--- src/rtl/pwm_multi_ch.sv ---
// Multi-channel PWM generator: one shared period counter (edge- or center-aligned),
// double-buffered period/mode/duty shadows reloaded at period boundaries, and per-channel
// duty-source select and output polarity. All outputs are registered.
module pwm_multi_ch #(
  parameter int unsigned WIDTH = 16,
  parameter int unsigned NCH   = 4
) (
  input  logic                 chosen_clk,
  input  logic                 rst,
  input  logic                 pwm_en,
  input  logic                 center_mode,
  input  logic [WIDTH-1:0]     period_reg,
  input  logic [NCH*WIDTH-1:0] DC_reg,
  input  logic [NCH*WIDTH-1:0] i_DC,
  input  logic [NCH-1:0]       DC_sel,
  input  logic [NCH-1:0]       polarity,
  output logic [WIDTH-1:0]     counter,
  output logic                 period_end,
  output logic [NCH-1:0]       pwm
);

  // Shadow (active) copies of the programmable values
  logic [WIDTH-1:0] period_s;
  logic             mode_s;
  logic [WIDTH-1:0] duty_s [NCH];
  logic             dir_down;

  // Next-state values
  logic [WIDTH-1:0] period_n;
  logic             mode_n;
  logic [WIDTH-1:0] duty_n [NCH];
  logic [WIDTH-1:0] counter_n;
  logic             dir_down_n;
  logic             period_end_n;
  logic [NCH-1:0]   pwm_n;
  logic             load;
  logic [WIDTH-1:0] last;

  // True when a counter position is the final cycle of a period
  function automatic logic is_end(input logic [WIDTH-1:0] cnt, input logic down,
                                  input logic [WIDTH-1:0] p, input logic center);
    if (p == '0) begin
      return 1'b0;
    end
    if (center) begin
      return down && (cnt == '0);
    end
    return cnt == WIDTH'(p - 1'b1);
  endfunction

  // Shadow reload, counter stepping, boundary flag and compare outputs
  always_comb begin
    period_n     = period_s;
    mode_n       = mode_s;
    duty_n       = duty_s;
    counter_n    = '0;
    dir_down_n   = 1'b0;
    period_end_n = 1'b0;
    pwm_n        = polarity;
    last         = WIDTH'(period_s - 1'b1);

    // P=0 keeps reloading so that a new nonzero period can take effect
    load = !pwm_en || period_end || (period_s == '0);

    if (load) begin
      period_n = period_reg;
      mode_n   = center_mode;
      for (int unsigned i = 0; i < NCH; i++) begin
        duty_n[i] = DC_sel[i] ? i_DC[i*WIDTH +: WIDTH] : DC_reg[i*WIDTH +: WIDTH];
      end
    end

    // A reload always restarts the counter at 0 counting up
    if (pwm_en && !load) begin
      if (!mode_s) begin
        counter_n = (counter == last) ? '0 : WIDTH'(counter + 1'b1);
      end else if (!dir_down) begin
        if (counter == last) begin
          counter_n  = counter;
          dir_down_n = 1'b1;
        end else begin
          counter_n  = WIDTH'(counter + 1'b1);
        end
      end else begin
        if (counter == '0) begin
          counter_n  = '0;
          dir_down_n = 1'b0;
        end else begin
          counter_n  = WIDTH'(counter - 1'b1);
          dir_down_n = 1'b1;
        end
      end
    end

    if (pwm_en) begin
      period_end_n = is_end(counter_n, dir_down_n, period_n, mode_n);
      for (int unsigned i = 0; i < NCH; i++) begin
        pwm_n[i] = ((period_s != '0) && (counter < duty_s[i])) ^ polarity[i];
      end
    end
  end

  // State and output registers
  always_ff @(posedge chosen_clk) begin
    if (rst) begin
      counter    <= '0;
      dir_down   <= 1'b0;
      period_end <= 1'b0;
      pwm        <= polarity;
      period_s   <= '0;
      mode_s     <= 1'b0;
      for (int unsigned i = 0; i < NCH; i++) begin
        duty_s[i] <= '0;
      end
    end else begin
      counter    <= counter_n;
      dir_down   <= dir_down_n;
      period_end <= period_end_n;
      pwm        <= pwm_n;
      period_s   <= period_n;
      mode_s     <= mode_n;
      duty_s     <= duty_n;
    end
  end

endmodule

--- config.mk ---
export PLATFORM = sky130hd
export DESIGN_NAME = pwm_multi_ch
export DESIGN_NICKNAME = d
export VERILOG_FILES = /design/src/rtl/pwm_multi_ch.sv
export SDC_FILE = /design/constraint.sdc
export NUM_CORES = 1
export LEC_CHECK = 0
export ABC_AREA = 1
export CAP_MARGIN = 25
export CORE_ASPECT_RATIO = 2
export CORE_MARGIN = 2
export CORE_UTILIZATION = 40
export DETAILED_ROUTE_END_ITERATION = 10
export GPL_TIMING_DRIVEN = 0
export RECOVER_POWER = 25
export REMOVE_ABC_BUFFERS = 1
export SYNTH_ARGS = -nofsm -noshare
export SYNTH_HDL_FRONTEND = slang
export SYNTH_SLANG_ARGS = --single-unit
--- constraint.sdc ---
create_clock -name chosen_clk -period 3.5 [get_ports chosen_clk]
set_input_delay 0.35 -clock chosen_clk [delete_from_list [all_inputs] [get_ports chosen_clk]]
set_output_delay 0.35 -clock chosen_clk [all_outputs]
set_load 0.01 [all_outputs]
# ---- Word-level counts from Yosys, hierarchy flattened
# Cells that the tools add are included.
dict set report word_totals {
  wordCells 69
  ff_bits 103
  inputBits 156
  out_inout_bits 21
}
dict set report classes {
  n_bitwise 5
  n_reduce_logical 16
  add_sub_neg 4
  order_cmp 4
  n_eq_ne 2
  muxes 28
}
# operator count
set op_table {}
lappend op_table {{two-way mux 16 bit} 11}
lappend op_table {{logical NOT 16 bit} 4}
lappend op_table {{less-than comparator 16 bit} 4}
lappend op_table {{subtractor 16 x 1 -> 16 bit (second input constant)} 3}
lappend op_table {{equality test 16 bit} 2}
lappend op_table {{adder 16 x 1 -> 16 bit (second input constant)} 1}
lappend op_table {{nonzero test 16 bit} 1}
lappend op_table {{two-way mux 1 bit} 15}
lappend op_table {{two-way mux 4 bit} 2}
lappend op_table {{logical AND 1 bit} 6}
lappend op_table {{XOR 1 bit} 4}
lappend op_table {{logical NOT 1 bit} 2}
lappend op_table {{logical OR 1 bit} 2}
lappend op_table {{OR reduction 2 bit} 1}
lappend op_table {{NOT 1 bit} 1}

# ---- Depth between registers and ports, before layout
# Gate-level depths: netlist of run 1.
dict set report depth {
  word_depth 11
  depth_mapped 25
  ltp_nobuf 25
}

# ---- Worst setup path after synthesis of run 1
# OpenSTA, ideal clock, no wires.
dict set report synth_timing {
  path_kind {register to register}
  start {register period_s[0]}
  end {register period_end}
  synth_period_minus_slack_ps 2882
  path_buffers 1
  t_required_ps 3434
  setup_ps 66
  path_slack_ps 618
  t_arrival_ps 2815
  stages_incl_launch_ff 23
  path_cell_list {dfxtp_1 -> inv_2 -> ha_1 -> nand2_2 -> nor2_4 -> nand2_4 -> nand2_8 -> buf_2 -> nand2_1 -> o21ai_1 -> inv_1 -> ha_1 -> nand3_2 -> nor2_4 -> nand2_1 -> xor2_1 -> nand3b_1 -> nand2_1 -> nor2_1 -> nand2_1 -> nor2_1 -> nand3_1 -> a21oi_2}
}
dict set report synth_between {
  elab_chain_cells 11
  word_cells_on_any_way 30
  cone_classes {2 x add/sub; 2 x eq/ne; 19 x mux; 7 x reduce/logical}
}
# item line
set synth_lines {}
lappend synth_lines {{start: declaration} 23} ;# logic [WIDTH-1:0] period_s;
lappend synth_lines {{start signal: assignment} 120} ;# period_s <= period_n;
lappend synth_lines {{subtractor 16 x 1 -> 16 bit} 60} ;# last = WIDTH'(period_s - 1'b1);
lappend synth_lines {{equality test 16 bit} {76, 78}}
lappend synth_lines {{two-way mux 16 bit} 78} ;# if (counter == last) begin
lappend synth_lines {{two-way mux 16 bit} 77} ;# end else if (!dir_down) begin
lappend synth_lines {{two-way mux 16 bit} 75} ;# if (!mode_s) begin
lappend synth_lines {{two-way mux 16 bit} 74} ;# if (pwm_en && !load) begin
lappend synth_lines {{logical NOT 16 bit} 46} ;# return down && (cnt == '0);
lappend synth_lines {{logical AND 1 bit} 46}
lappend synth_lines {{two-way mux 1 bit} 45} ;# if (center) begin
lappend synth_lines {{two-way mux 1 bit} 48} ;# return cnt == WIDTH'(p - 1'b1);
lappend synth_lines {{two-way mux 1 bit (*)} 45}
lappend synth_lines {{end signal: assignment} 118} ;# period_end <= period_end_n;
lappend synth_lines {{end: declaration} 18} ;# output logic period_end,
# Every way passes the cells marked *; elsewhere a longest branch is shown, timed or not. The select of a mux whose other input is x is not followed.
# A chain may end at the register's enable or synchronous reset.

# ---- Final worst setup path of run 1
dict set report layout_timing {
  start {input pwm_en}
  end {register period_end}
}
dict set report layout_between {
  elab_chain_cells 11
  word_cells_on_any_way 24
  cone_classes {1 x add/sub; 1 x eq/ne; 12 x mux; 1 x bitwise; 9 x reduce/logical}
}
# item line
set layout_lines {}
lappend layout_lines {{start: declaration} 10} ;# input logic pwm_en,
lappend layout_lines {{branches (longest 11 deep; another with subtractor 16 x 1 -> 16 bit)} -}
# Several ways; the timed one is not identified. The select of a mux whose other input is x is not followed.

==> results of run 1 <==
==> layout make-up <==
cell class	instances	area (sq um)	area share [%]
tap	269	337	3.08
multi-input combinational	977	5640	51.5
inverter	196	743	6.79
sequential	103	2090	19.1
clock buffer	12	256	2.34
timing repair buffer	184	1830	16.7
clock inverter	4	52.6	0.480
==> per-layer routing <==
layer / track usage, % / wire (microns) / vias up
met4: 17.6 / 2140 / 0
met1: 26.5 / 10500 / 4172
met2: 52.5 / 16700 / 273
met5: 0 / 0 / -
met3: 2.41 / 1010 / 89
li1: - / - / 4613
==> placed cells by master (no fill, tap or decap), types with 9 or more instances in the layout <==
master           netlist  final
nand4_1               25     25
clkbuf_16              0      9
o21ai_0               87     87
ha_1                  67     66
xor2_1                28     28
dfxtp_2                0     13
inv_1                189    187
nand3b_1              10     10
a21oi_1              133    132
nor2_2                12     17
nand3_1               77     77
mux2_2                33     29
clkdlybuf4s50_1        0    167
dfxtp_1              103     88
nand2_1              269    267
nor2_1               148    141
==> per-stage QoR <==
| step | instances | hold slack (ps) | total power [W] | setup TNS [ps] |
|---|---|---|---|---|
| 5_1_grt | 1745 | 481 | 0.00381 | -45.5 |
| 6_report | 1745 | 463 | 0.00360 | 0 |
| 4_1_cts | 1741 | 463 | 0.00360 | 0 |
| 3_5_place_dp | 1718 | 451 | 0.00249 | -883 |
| 3_3_place_gp | 1717 | 443 | 0.00248 | -18000 |
| 2_1_floorplan | 1272 | 419 | 0.00203 | 0 |
==> report_power, final <==
part           internal [W]  leakage [nW]  switching [W]
sequential          0.00126         0.860      0.0000774
combinational      0.000504          4.00       0.000668
clock              0.000598         0.153       0.000489
total               0.00236          5.02        0.00123
==> sequential cells by signal, summed over array words and instances, names as in the netlist <==
name	count
period_end	1
pwm	4
dir_down	1
mode_s	1
period_s	16
counter	16
duty_s	64
==> cell families after synthesis <==
| logic type | count (synthesis) | synth area share (%) |
|---|---|---|
| xor+xnor | 35 | 3.85 |
| flops | 103 | 24.1 |
| buf+inv | 251 | 11.5 |
| simple gates | 573 | 29.5 |
| mux | 35 | 4.58 |
| fa+ha+maj | 67 | 9.80 |
| compound gates | 263 | 16.6 |
==> path summary, 6_finish.rpt <==
kind | from | to | slack (ps) | cells past startpoint
worst max register to register | period_s[0]$_SDFF_PP0_ | period_end$_SDFF_PP0_ | 190 | 21
worst max-delay path | pwm_en | period_end$_SDFF_PP0_ | 130 | 18
worst min register to register | duty_s[33]$_SDFFE_PP0N_ | duty_s[33]$_SDFFE_PP0N_ | 460 | 2
worst min-delay path | duty_s[33]$_SDFFE_PP0N_ | duty_s[33]$_SDFFE_PP0N_ | 460 | 2
==> what timing repair did <==
item	CTS	global route
endpoints found under the setup margin	1	1
gates resized for setup	11	32
cloned	3	1
pin swaps	4	4
buffers inserted	4	3
==> critical path, stage by stage <==
cell and delay [ps]:
clkdlybuf4s50_1 460, inv_1 70, nor2_4 430, nand2_4 280, o21ai_2 330, ha_1 260
nand3_2 200, nor2_4 180, buf_4 170, nand2_1 70, xor2_1 200, nand3b_1 140
nand2_1 50, nor2_1 90, nand2_1 50, nor2_1 90, nand3_1 100, a21oi_2 120
==> flow_metrics.py, run 1 <==
metrics = {
    "run_status": {
        "status": "finished, final reports clean",
    },
    "synthesis": {
        "syn_avg_cell_area_sq_um": 6.45,
        "ys_types": 49,
        "synth_edf_count": 0,
        "synth_top_area_cell": "dfxtp_1",
        "yosysSeqAreaShare_pct": 24.1,
        "synth_seq_cells": 103,
        "synthTopCellsByCount": "nand2_1, inv_1, nor2_1",
        "synthFlopType": "dfxtp_1",
        "syn_inst": 1327,
        "synth_area_sq_mm": 0.00855,
        "synth.most_common_cell": "nand2_1",
        "synth_area_leaders": "dfxtp_1, nand2_1, ha_1, inv_1, a21oi_1",
        "ys_async_sr_fraction_pct": 0,
        "yosysWarnings": 0,
        "synth_top_area_share_pct": 24.1,
    },
    "cells_and_area": {
        "antenna_cells": 0,
        "n_fill_cell": 2189,
        "nets": 1694,
        "final_layout_size_suffix_gt1_share_pct": 9.42,
        "finish.utilization_pct": 52.0,
        "layout-area-overhead-vs-synth_pct": 27.9,
        "post-route-cell-area_sq_mm": 0.0109,
    },
    "clock_tree": {
        "clk_latency_ps": 360,
        "cts_sinks": 103,
        "hold_buffers": 0,
        "htreeDepth": 3,
        "path_clk_slew_ps": 70,
        "root_buffer": "clkbuf_16",
        "cts_tree": "yes",
        "ctsLongestPathBuffers": 2,
        "cts_buffers": 9,
    },
    "sta": {
        "fin_crit_sh_pct": 96.4,
        "setup_ws_ps": 127,
        "worst_pin_slew_ps": 1080,
        "fin_skew_ps": 9.96,
        "drv_slew": 0,
        "maxSlewHeadroom_pct": 27.4,
        "fmax_mhz": 296,
        "hold_violations": 0,
        "timing.final.crit_period_ps": 3370,
        "finalSetupViolations": 0,
    },
    "grt": {
        "grt_max_degree": 64,
        "overflow": 0,
        "grt_pass1_wl_mm": 46.7,
        "grt_pass1_vias": 8971,
        "antenna_found_initial": 0,
        "grtUsageTotal_pct": 27.1,
    },
    "detailed_routing": {
        "route.detailed.drc": 0,
        "drt-initial-drc-count": 373,
        "drt_pass1_iterations": 6,
        "routed_wl_mm": 30.4,
        "wl_per_cell_microns": 17.4,
        "ant_nets": 0,
        "via_count": 9147,
        "viasPerCell": 5.24,
    },
    "min_path": {
        "hold_path_class": "reg -> reg",
    },
    "placement": {
        "hpwl_mm": 22.7,
        "place_area_sq_mm": 0.0104,
        "io_buffers": 176,
        "dp_slack_ps": -883,
        "gp_congestion": 0.968,
    },
    "die": {
        "dieArea_sq_mm": 0.0226,
        "die_h_microns": 211,
        "boundaryPins": 177,
        "die_x_microns": 107,
        "start_util_pct": 40.7,
        "core-area_sq_mm": 0.0210,
        "row_count": 75,
    },
    "power_and_ir_drop": {
        "peakVddDrop_mv": 0.298,
        "powerDensity_mw_per_mm2": 329,
        "leakage_nw": 5.02,
    },
    "flow_run": {
        "maxCapViolCount": 0,
    },
    "critical_path": {
        "crit_path_start_kind": "input pin",
        "crit_path_end_kind": "flip-flop",
        "arrival_ps": 3670,
        "cp.required_ps": 3800,
        "worstSetupPathType": "in -> reg",
        "crit_path_max_fanout": 13,
    },
}
(Power assumes the default switching activity.)
==> run 2: changes to the inputs <==
--- a/config.mk
+++ b/config.mk
@@ -9,9 +9,10 @@
 export CAP_MARGIN = 25
 export CORE_ASPECT_RATIO = 2
 export CORE_MARGIN = 2
-export CORE_UTILIZATION = 40
+export CORE_UTILIZATION = 53
 export DETAILED_ROUTE_END_ITERATION = 10
 export GPL_TIMING_DRIVEN = 0
+export PLACE_DENSITY = 0.82
 export RECOVER_POWER = 25
 export REMOVE_ABC_BUFFERS = 1
 export SYNTH_ARGS = -nofsm -noshare
==> run 2 against run 1 <==
Against the previous run:
- count of clock-buffer cells in the layout down 3
- total power is 1.6% higher
- clock power rose by 4%
- sequential share of layout area is 0.062 points lower
- critical path type is now reg -> reg
==> flow_metrics.py, run 2 (synthesis gave the netlist of run 1 again) <==
metrics = {
    "die": {
        "core-area_sq_mm": 0.0158,
        "die_x_microns": 93.8,
        "boundaryPins": 177,
        "start_util_pct": 54.2,
        "die_h_microns": 184,
        "dieArea_sq_mm": 0.0172,
        "row_count": 65,
    },
    "detailed_routing": {
        "wl_per_cell_microns": 17.3,
        "route.detailed.drc": 0,
        "via_count": 9354,
        "ant_nets": 0,
        "drt-initial-drc-count": 562,
        "drt_pass1_iterations": 5,
        "routed_wl_mm": 29.0,
        "viasPerCell": 5.57,
    },
    "grt": {
        "globalRouteMet2Util_pct": 60.2,
        "grt_pass1_wl_mm": 44.7,
        "gr-max-usage-layer": "met2",
        "grt_max_degree": 72,
        "overflow": 0,
        "antenna_found_initial": 0,
        "grtUsageTotal_pct": 33.6,
        "gr-usage-met3_pct": 6.03,
        "grt_pass1_vias": 9192,
        "met1_usage_pct": 31.3,
    },
    "cells_and_area": {
        "layout-area-overhead-vs-synth_pct": 27.6,
        "final_cells": 1678,
        "regMostFlops": "duty_s",
        "antenna_cells": 0,
        "post-route-cell-area_sq_mm": 0.0109,
        "final_common_cell": "nand2_1",
        "largest_reg_flops": 64,
        "n_fill_cell": 1394,
        "nets": 1695,
        "reg_top3": "duty_s x64, counter x16, period_s x16",
        "final_layout_size_suffix_gt1_share_pct": 9.34,
        "final_cell_mix": "nand2_1, inv_1, clkdlybuf4s50_1",
    },
    "critical_path": {
        "r2r-start": "counter[9]$_SDFF_PP0_",
        "reg2reg_depth": 15,
        "r2r-end": "period_end$_SDFF_PP0_",
        "crit_path_end_kind": "flip-flop",
        "arrival_ps": 3710,
        "cp-endpoint": "period_end$_SDFF_PP0_",
        "cp.required_ps": 3800,
        "worstSetupPathType": "reg -> reg",
        "crit_path_start_kind": "flip-flop",
        "r2r_slack_ps": 90,
        "critPathLaunch": "counter[9]$_SDFF_PP0_",
        "crit_path_max_fanout": 16,
    },
    "flow_run": {
        "maxCapViolCount": 0,
    },
    "sta": {
        "fin_skew_ps": 10.1,
        "finalSetupViolations": 0,
        "worst_pin_slew_ps": 1080,
        "fmax_mhz": 293,
        "hold_violations": 0,
        "fin_crit_sh_pct": 97.5,
        "maxSlewHeadroom_pct": 27.6,
        "drv_slew": 0,
        "timing.final.crit_period_ps": 3410,
    },
    "power_and_ir_drop": {
        "power_w": 0.00366,
        "leakage_nw": 5.02,
        "powerDensity_mw_per_mm2": 335,
        "peakVddDrop_mv": 0.268,
    },
    "clock_tree": {
        "root_buffer": "clkbuf_16",
        "cts_sinks": 103,
        "htreeDepth": 3,
        "ctsLongestPathBuffers": 2,
        "path_clk_slew_ps": 80,
        "cts_tree": "yes",
        "clk_latency_ps": 360,
        "hold_buffers": 0,
        "cts_buffers": 9,
    },
    "min_path": {
        "hold_path_class": "reg -> reg",
    },
    "placement": {
        "hpwl_mm": 21.1,
        "io_buffers": 176,
        "place_area_sq_mm": 0.0103,
        "gp_congestion": 1.03,
        "placed_cells": 1649,
    },
    "run_status": {
        "status": "finished, final reports clean",
    },
}
[run 2: cell types whose count changed in the layout (fill, tap and decap cells not counted), sizes merged]
| cell | previous run | this run |
|---|---|---|
| buf | 9 | 10 |
| bufinv | 1 | 2 |
| clkbuf | 12 | 9 |
| clkdlybuf4s50 | 167 | 169 |
| clkinv | 3 | 4 |
| dlygate4sd3 | 8 | 6 |
| inv | 196 | 197 |
[run 2: worst min-delay path by stage]
stage                             from                       to  slack, ps  cells past startpoint
3_3_place_gp    duty_s[1]$_SDFFE_PP0N_   duty_s[1]$_SDFFE_PP0N_        440                      2
3_5_place_dp   duty_s[23]$_SDFFE_PP0N_  duty_s[23]$_SDFFE_PP0N_        450                      2
6_report       duty_s[45]$_SDFFE_PP0N_  duty_s[45]$_SDFFE_PP0N_        460                      2
4_1_cts        duty_s[23]$_SDFFE_PP0N_  duty_s[23]$_SDFFE_PP0N_        460                      2
5_1_grt        duty_s[23]$_SDFFE_PP0N_  duty_s[23]$_SDFFE_PP0N_        470                      2
2_1_floorplan                      rst    counter[8]$_SDFF_PP0_        420                      1
[run 2: power by group]
part	switching, W	leakage (nW)	total (W)	internal, W
clock	0.000495	0.163	0.00113	0.000639
sequential	0.0000802	0.857	0.00134	0.00126
combinational	0.000670	4.00	0.00118	0.000511
[run 2: layer usage]
layer	vias up	wire length (microns)
li1	4603	-
met1	4207	9590
met2	375	15100
met3	169	1680
met4	0	2660
met5	-	0
[run 2: through the flow]
stage | hold WS (ps) | setup WS [ps] | TNS (ps) | util (%)
2_1_floorplan | 419 | 466 | 0 | -
3_3_place_gp | 442 | -787 | -10500 | 65.4
4_1_cts | 463 | 34.0 | 0 | 68.0
3_5_place_dp | 452 | -764 | -764 | 65.3
6_report | 462 | 88.3 | 0 | 69.2
5_1_grt | 472 | -23.2 | -23.2 | 69.2
[run 2: critical path, cell delays in order (launching register included)]
cell	delay, ps
dfxtp_1	600
nor2_1	250
inv_1	80
nor3_1	300
nand4_1	290
nand2_1	380
inv_1	160
nand3_1	200
nand2_1	110
a21boi_1	310
nor2_1	70
nor2_1	140
nand2_1	80
nor2_1	120
nand3_1	100
a21oi_2	140
[run 2: layout make-up]
class                      count  area [sq um]  share of cell area [%]
tap                          201           251                    2.31
inverter                     196           746                    6.83
sequential                   103          2070                    19.0
clock inverter                 7           105                   0.963
clock buffer                   9           225                    2.06
timing repair buffer         185          1850                    16.9
multi-input combinational    977          5660                    51.9
[run 2: repair_timing]
action	CTS	global route
pin swaps	2	3
gates cloned	3	1
buffers inserted	2	7
gates resized for setup	13	23
setup endpoints to repair	1	1
